===== config.mk =====
export PLATFORM = sky130hd
export DESIGN_NAME = shield_read_stream
export DESIGN_NICKNAME = d
export VERILOG_FILES = /design/src/rtl/shield_read_stream.sv
export SDC_FILE = /design/constraint.sdc
export NUM_CORES = 1
export LEC_CHECK = 0
export ABC_CLOCK_PERIOD_IN_PS = 2850
export CAP_MARGIN = 5
export CORE_AREA = 2 2 276 278
export CTS_CLUSTER_DIAMETER = 60
export DETAILED_ROUTE_END_ITERATION = 8
export DIE_AREA = 0 0 278 280
export HOLD_SLACK_MARGIN = 0.02
export PLACE_DENSITY = 0.64
export RECOVER_POWER = 100
export REMOVE_ABC_BUFFERS = 1
export SYNTH_ARGS = -nofsm -noshare
export SYNTH_HDL_FRONTEND = slang
export SYNTH_SLANG_ARGS = --single-unit

===== constraint.sdc =====
create_clock -name clk -period 2.85 [get_ports clk]
set_clock_uncertainty 0.1 [all_clocks]
set_input_delay 0.285 -clock clk [delete_from_list [all_inputs] [get_ports clk]]
set_output_delay 0.285 -clock clk [all_outputs]
set_load 0.005 [all_outputs]

===== src/rtl/shield_read_stream.sv =====
// rtl/shield_read_stream.sv - word-granular read command to cache-line requests and 64-bit output stream
module shield_read_stream #(
    parameter int LEN_W = 16
) (
    input  logic             clk,
    input  logic             reset,
    input  logic [31:0]      cmd_addr,
    input  logic [LEN_W-1:0] cmd_len,
    input  logic             cmd_val,
    output logic             cmd_rdy,
    output logic [63:0]      out_data,
    output logic             out_last,
    output logic             out_val,
    input  logic             out_rdy,
    output logic [31:0]      rd_req_addr,
    output logic             rd_req_val,
    input  logic             rd_req_rdy,
    input  logic [31:0]      rd_resp_addr,
    input  logic [511:0]     rd_resp_data,
    input  logic             rd_resp_val,
    output logic             rd_resp_rdy,
    output logic             busy,
    output logic             err
);

    typedef enum logic [1:0] {IDLE, REQ, WAIT, DRAIN} state_t;

    state_t           state;
    logic [25:0]      line_addr;
    logic [2:0]       word_idx;
    logic [LEN_W-1:0] words_left;
    logic [511:0]     line_buf;
    logic             unused_bits;

    assign unused_bits = ^{cmd_addr[2:0], rd_resp_addr[5:0]};

    always_ff @(posedge clk) begin
        if (reset) begin
            state      <= IDLE;
            line_addr  <= '0;
            word_idx   <= '0;
            words_left <= '0;
            line_buf   <= '0;
            err        <= 1'b0;
        end else begin
            case (state)
                IDLE: begin
                    // a zero-length command is accepted but generates no traffic
                    if (cmd_val && cmd_len != '0) begin
                        line_addr  <= cmd_addr[31:6];
                        word_idx   <= cmd_addr[5:3];
                        words_left <= cmd_len;
                        state      <= REQ;
                    end
                end
                REQ: begin
                    if (rd_req_rdy) state <= WAIT;
                end
                WAIT: begin
                    if (rd_resp_val) begin
                        line_buf <= rd_resp_data;
                        if (rd_resp_addr[31:6] != line_addr) err <= 1'b1;
                        state <= DRAIN;
                    end
                end
                DRAIN: begin
                    if (out_rdy) begin
                        words_left <= words_left - 1'b1;
                        word_idx   <= word_idx + 3'd1;
                        if (words_left == LEN_W'(1)) begin
                            state <= IDLE;
                        end else if (word_idx == 3'd7) begin
                            line_addr <= line_addr + 26'd1;
                            state     <= REQ;
                        end
                    end
                end
                default: state <= IDLE;
            endcase
        end
    end

    // every handshake output is a pure decode of the state register
    assign cmd_rdy     = (state == IDLE);
    assign busy        = (state != IDLE);
    assign rd_req_val  = (state == REQ);
    assign rd_resp_rdy = (state == WAIT);
    assign out_val     = (state == DRAIN);
    assign out_last    = out_val && (words_left == LEN_W'(1));
    assign out_data    = out_val ? line_buf[{word_idx, 6'b0} +: 64] : 64'h0;
    assign rd_req_addr = rd_req_val ? {line_addr, 6'b0} : 32'h0;

endmodule


# After elaboration in Yosys (flattened, before gate mapping)
# Cells that the tools add are included.
[classes] bitwise=0 eq_ne=13 n_addsub=3 magnitude_cmp=0 reduce_logical=11 mux=20 div_mod_pow=0 shift=1 mul=0
[ops] op="variable part select 512 x 10 -> 64 bit" n=1
[ops] op="two-way mux 26 bit" n=4
[ops] op="two-way mux 64 bit" n=1
[ops] op="case mux 26 bit (2 select lines)" n=1
[ops] op="two-way mux 16 bit" n=2
[ops] op="two-way mux 32 bit" n=1
[ops] op="case mux 16 bit (2 select lines)" n=1
[ops] op="adder 26 x 1 -> 26 bit (second input constant)" n=1
[ops] op="inequality test 26 bit" n=1
[ops] op="equality test 16 x 1 -> 1 bit (second input constant)" n=1
[ops] op="nonzero test 16 bit" n=1
[ops] op="subtractor 16 x 1 -> 16 bit (second input constant)" n=1
[ops] op="two-way mux 2 bit" n=6
[ops] op="AND reduction 5 bit" n=2
[ops] op="inequality test 2 x 1 -> 1 bit (second input constant)" n=4
[ops] op="case mux 2 bit (4 select lines)" n=1
[ops] op="two-way mux 3 bit" n=2
[ops] op="case mux 3 bit (2 select lines)" n=1
[ops] op="AND reduction 3 bit" n=2
[ops] op="equality test 2 bit (second input constant)" n=2
[ops] op="inequality test 2 bit (second input constant)" n=2
[ops] op="nonzero test 2 bit" n=2
[ops] op="adder 3 x 1 -> 3 bit (second input constant)" n=1
[ops] op="equality test 3 bit (second input constant)" n=1
[ops] op="other kinds (5)" n=6
[word_totals] reg_bits=560 memories=0 output_inout_bits=103 latch_bits=0 mem_bits_ro=0 mem_bits_rw=0

# Longest topological paths before layout
[logic_depth] depth_word=5 ltp_mapped=9 depth_no_buf=8

# Worst setup path after synthesis
# OpenSTA, ideal clock, no wires.
[synth_path] path_kind="register to register" startpoint="reg state[0]" endpoint="reg line_addr[20]" arrival_time_ps=1924 path_slack_ps=693 path_stages_with_launch=10 path_buffers=2 synth_period_minus_slack_ps=2157 path_cell_list="dfxtp_1 -> inv_1 -> ha_1 -> clkinv_1 -> nor2_1 -> clkbuf_1 -> clkbuf_1 -> nor2_1 -> a31oi_1 -> a31oi_1"
[synth_between] elab_chain_len=3
[synth_rtl] item="from (decl)" line="28" rtl="state_t state;"
[synth_rtl] item="from (signal assigned)" line="39" rtl="state <= IDLE;"
[synth_rtl] item="from (signal assigned)" line="53" rtl="state <= REQ;"
[synth_rtl] item="from (signal assigned)" line="57" rtl="if (rd_req_rdy) state <= WAIT;"
[synth_rtl] item="zero test 2 bit *"
[synth_rtl] item="via cmd_rdy" line="10" rtl="output logic cmd_rdy,"
[synth_rtl] item="inequality test 2 x 1 -> 1 bit (no source line) or nonzero test 2 bit (tied branches)"
[synth_rtl] item="AND reduction 5 bit (no source line)"
[synth_rtl] item="to (signal assigned)" line="50" rtl="line_addr <= cmd_addr[31:6];"
[synth_rtl] item="to (signal assigned)" line="73" rtl="line_addr <= line_addr + 26'd1;"
[synth_rtl] item="to (decl)" line="29" rtl="logic [25:0] line_addr;"
# The timed path passes the listed nets; every way through them passes the cells marked *.
# A chain may end at the register's enable or synchronous reset.

# Worst setup path in the final report
[layout_path] startpoint="reg word_idx[0]" endpoint="out out_data[18]"
[layout_between] elab_chain_len=2
[layout_rtl] item="from (decl)" line="30" rtl="logic [2:0] word_idx;"
[layout_rtl] item="from (signal assigned)" line="51" rtl="word_idx <= cmd_addr[5:3];"
[layout_rtl] item="from (signal assigned)" line="69" rtl="word_idx <= word_idx + 3'd1;"
[layout_rtl] item="variable part select 512 x 10 -> 64 bit" line="90" rtl="assign out_data = out_val ? line_buf[{word_idx, 6'b0} +: 64] : 64'h0;"
[layout_rtl] item="two-way mux 64 bit" line="90"
[layout_rtl] item="to (decl)" line="11" rtl="output logic [63:0] out_data,"
# Every way passes these cells.

==> results.md <==
| Metric | Value | Unit |
| --- | --- | --- |
| Result of the run | finished, violations left | - |
| Violations in the final reports | setup timing | - |
| XOR/XNOR Fraction of Synth Area | 0.009130 | - |
| Maximum level of the CTS H-tree | 3 | - |
| Max incr delay on CP | 530 | ps |
| Worst setup SP type | flip-flop | - |
| I/O pin total | 701 | - |
| Area of the core region | 75,190 | sq um |
| GP Congestion | 0.9370 | - |
| Main synth FF type | dfxtp_1 | - |
| Warnings from Yosys | 0 | - |
| Worst Setup End Kind | primary output | - |
| Count of cell types in the netlist | 59 | - |
| Standard cell with the maximum stage delay on the critical path | mux4_2 | - |
| Max Root-Sink Buffers | 3 | - |
| Post-Route WL | 92,620 | um |
| First-iteration detailed-routing DRC count | 1,857 | - |
| HPWL after detailed placement | 65,410 | um |
| Worst Setup Path Type | flip-flop to primary output | - |
| Number of enable-type register cells in the synthesized netlist | 0 | - |
| Worst Tran Pin Value | 1095 | ps |
| Gate Count Post-Synth | 3,033 | - |
| Proportion of netlist area held by the largest area contributor | 0.4495 | - |
| Post-synthesis simple-gate area fraction | 0.2090 | - |
| Floorplan die area | 77,840 | sq um |
| Clock latency of the later-clocked register in the worst-skew pair | 600 | ps |
| Placed cell count | 4,561 | - |
| Achievable Freq | 349.6 | MHz |
| Fraction of the mapped netlist area in compound gates | 0.1392 | - |
| Detailed-routing iteration count for the pre-antenna-repair pass | 5 | - |
| Multi-input gate area in the final layout | 12,760 | sq um |
| Total number of clock tree sinks | 560 | - |
| Post-synthesis adder-cell area fraction | 0.004515 | - |
| Post-synthesis mux area share | 0.1450 | - |
| CTS tree | done | - |
| Crit path DAT | 2480 | ps |
| Pin count of the biggest net entering global routing | 104 | - |
| Count of endpoints failing setup in the final report | 2 | - |
| Max capacitance violation total | 0 | - |
| Filler cell count | 7,299 | - |
| Pwr dens | 744.2 | nW/um^2 |
| Min-delay worst type | primary input to flip-flop | - |
| Routed vias/inst | 5.065 | - |
| Top fanout value on the critical path | 6 | - |
| Leakage power total | 12.43 | nW |
| Final standard cell count with taps included and fillers excluded | 4,742 | - |
| Sequential standard cell area | 11,220 | sq um |
| Final period utilization | 1.004 | - |
| Library cell occupying the most area in the post-synthesis netlist | dfxtp_1 | - |
| Register area share after synthesis | 0.4495 | - |
| Leading post-synthesis cells by instance count | nand2_1, a21oi_1, dfxtp_1 | - |
| Layout net count | 4,309 | - |
| Post-route DRC | 0 | - |
| Required time at the endpoint of the critical path | 2470 | ps |
| RSZ-0062 raised after global routing | yes | - |
| Inserted Clock Buffers | 67 | - |
| Largest vdd supply drop | 0.0004786 | V |
| Worst max-slew margin expressed relative to the limit | 0.2698 | - |
| Vias in the first global route | 23,737 | - |
| Routed wire length per instance | 19.53 | um |
| Mean instance size in the synthesized netlist | 8.224 | sq um |
| Port Buf Inserts | 685 | - |
| Via Count | 24,016 | - |
| Total count of max-transition violations in the final report | 0 | - |
| Total negative slack | -15.60 | ps |
| Synth-to-Final Area Change | 45.97 | % |
| Cell-by-cell trace of the critical path | buf_4 > buf_12 > buf_16 > buf_12 > buf_4 > mux4_2 > mux2i_1 > nor2_1 > buf_2 | - |
| Top area cells in the synthesized netlist | dfxtp_1, nand2_1, mux4_2 | - |
| Cell area after synthesis | 24,940 | sq um |
| Total global-route track usage | 0.2293 | - |
| Cell with the most instances after synthesis | nand2_1 | - |
| Final hold vios | 0 | - |
| Final period demand of the worst path | 2860 | ps |
| Dominant combinational cell family by area after synthesis | simple AND/OR/NAND/NOR gates | - |
| Setup Slack @ Placement | 204.6 | ps |
| Number of antenna violations at the first check in global routing | 26 | - |
| Total number of placement rows | 101 | - |
| Remaining global-route overflow | 0 | - |
| Clock-pin slew on the worst setup and hold paths | 60 | ps |
| First-pass GRT wire length | 138,100 | um |
| Initial Util | 0.3317 | - |
| Ys async rst share | 0 | - |
| Die span in y | 280 | um |
| Post-route worst setup slack | -10.23 | ps |
| Share of post-route cells with drive strength above 1 | 0.1274 | - |
| FF+latch count, synth | 560 | - |
| Cell at the root of the clock tree | clkbuf_16 | - |
| Post-route antenna net violation count | 0 | - |
| Chip Width | 278 | um |
per-layer routing:
layer / GRT usage / wire length [um] / vias to the layer above
li1: - / - / 11648
met2: 0.3949 / 45170 / 854
met3: 0.06620 / 7706 / 196
met5: 0 / 207 / -
met4: 0.08732 / 3336 / 32
met1: 0.2698 / 36200 / 11286
what timing repair did:
item,in CTS,in global routing
resized for setup,243,47
endpoints found under the setup margin,76,63
gates cloned,7,3
hold buffers,0,0
pin swaps,9,5
setup buffers,41,11
logic make-up (layout without fill, tap and decap cells):
logic type,count (synthesis),in the layout
other,1,17
buffers and inverters,277,992
DFF,560,560
muxes,201,201
AOI/OAI and AO/OA,657,657
xor gates and xnor gates,26,26
adders and majority gates,9,9
and+or+nand+nor,1302,1302
sequential cells by signal, indices dropped and copies added, names as in the netlist:
name,cells
words_left,16
word_idx,3
line_buf,512
err,1
line_addr,26
state,2
layout by cell type, fill, tap and decap left out, types with 7 or more instances in the layout:
cell             instances
buf_2                   36
nor2b_1                  7
buf_6                   17
clkdlybuf4s15_1         11
clkbuf_8                13
buf_12                  43
and2_1                  33
xnor2_1                 16
clkinv_2                10
dfxtp_1                557
a31oi_1                 11
diode_2                 11
buf_16                  11
nand4_1                 10
nand3_1                 26
inv_1                   20
mux2i_1                 67
nor4_1                  19
nor3_1                  13
clkbuf_16               71
xor2_1                  10
nand2_1               1060
dlygate4sd2_1            9
mux4_2                 128
clkbuf_1                15
a21oi_1                563
buf_4                   85
o32ai_1                  7
o21ai_0                 31
nor2_1                  99
clkdlybuf4s50_1        619
path summary, 6_finish.rpt:
check | depth (start not counted) | startpoint | slack [ps] | endpoint
worst max-delay path | 9 | word_idx[0] | -10 | out_data[18]
worst min-delay path | 3 | rd_resp_data[254] | 110 | line_buf[254]
worst max register to register | 8 | state[1] | 140 | words_left[7]
worst min register to register | 2 | line_buf[393] | 350 | line_buf[393]
report_power, final:
group          switching [W]  total [W]  internal [W]
logic                0.00438    0.00857       0.00418
clock network        0.00357    0.00890       0.00534
registers           0.000808    0.00963       0.00882
total                0.00876     0.0271        0.0183
layout make-up:
class                           count  share of cell area
Multi-Input combinational cell   2201              0.3504
Sequential cell                   560              0.3082
Timing Repair Buffer              850              0.2412
Clock buffer                       94             0.05299
Tap cell                          978             0.03361
Clock inverter                     26             0.01052
Inverter                           22            0.002337
Antenna cell                       11           0.0007560
stage by stage:
| step | instance area, sq um | utilization | total power [W] | hold slack, ps |
|---|---|---|---|---|
| after floorplan | 23960 | - | 0.01393 | 254.1 |
| after global placement | 33420 | 0.4444 | 0.01730 | 339.1 |
| after detailed placement | 33420 | 0.4444 | 0.01739 | 343.1 |
| after CTS | 36350 | 0.4834 | 0.02722 | 67.72 |
| after global routing | 36400 | 0.4841 | 0.02840 | 88.47 |
| final | 36410 | 0.4842 | 0.02710 | 112.8 |
critical path, delay by kind of cell, from the launching register on:
family / cells / cell delay [ps]
and+or+nand+nor: 1 / 50
buffers and inverters: 6 / 740
DFF: 1 / 390
muxes: 2 / 680
No activity file was read; power rests on OpenSTA's default activity.
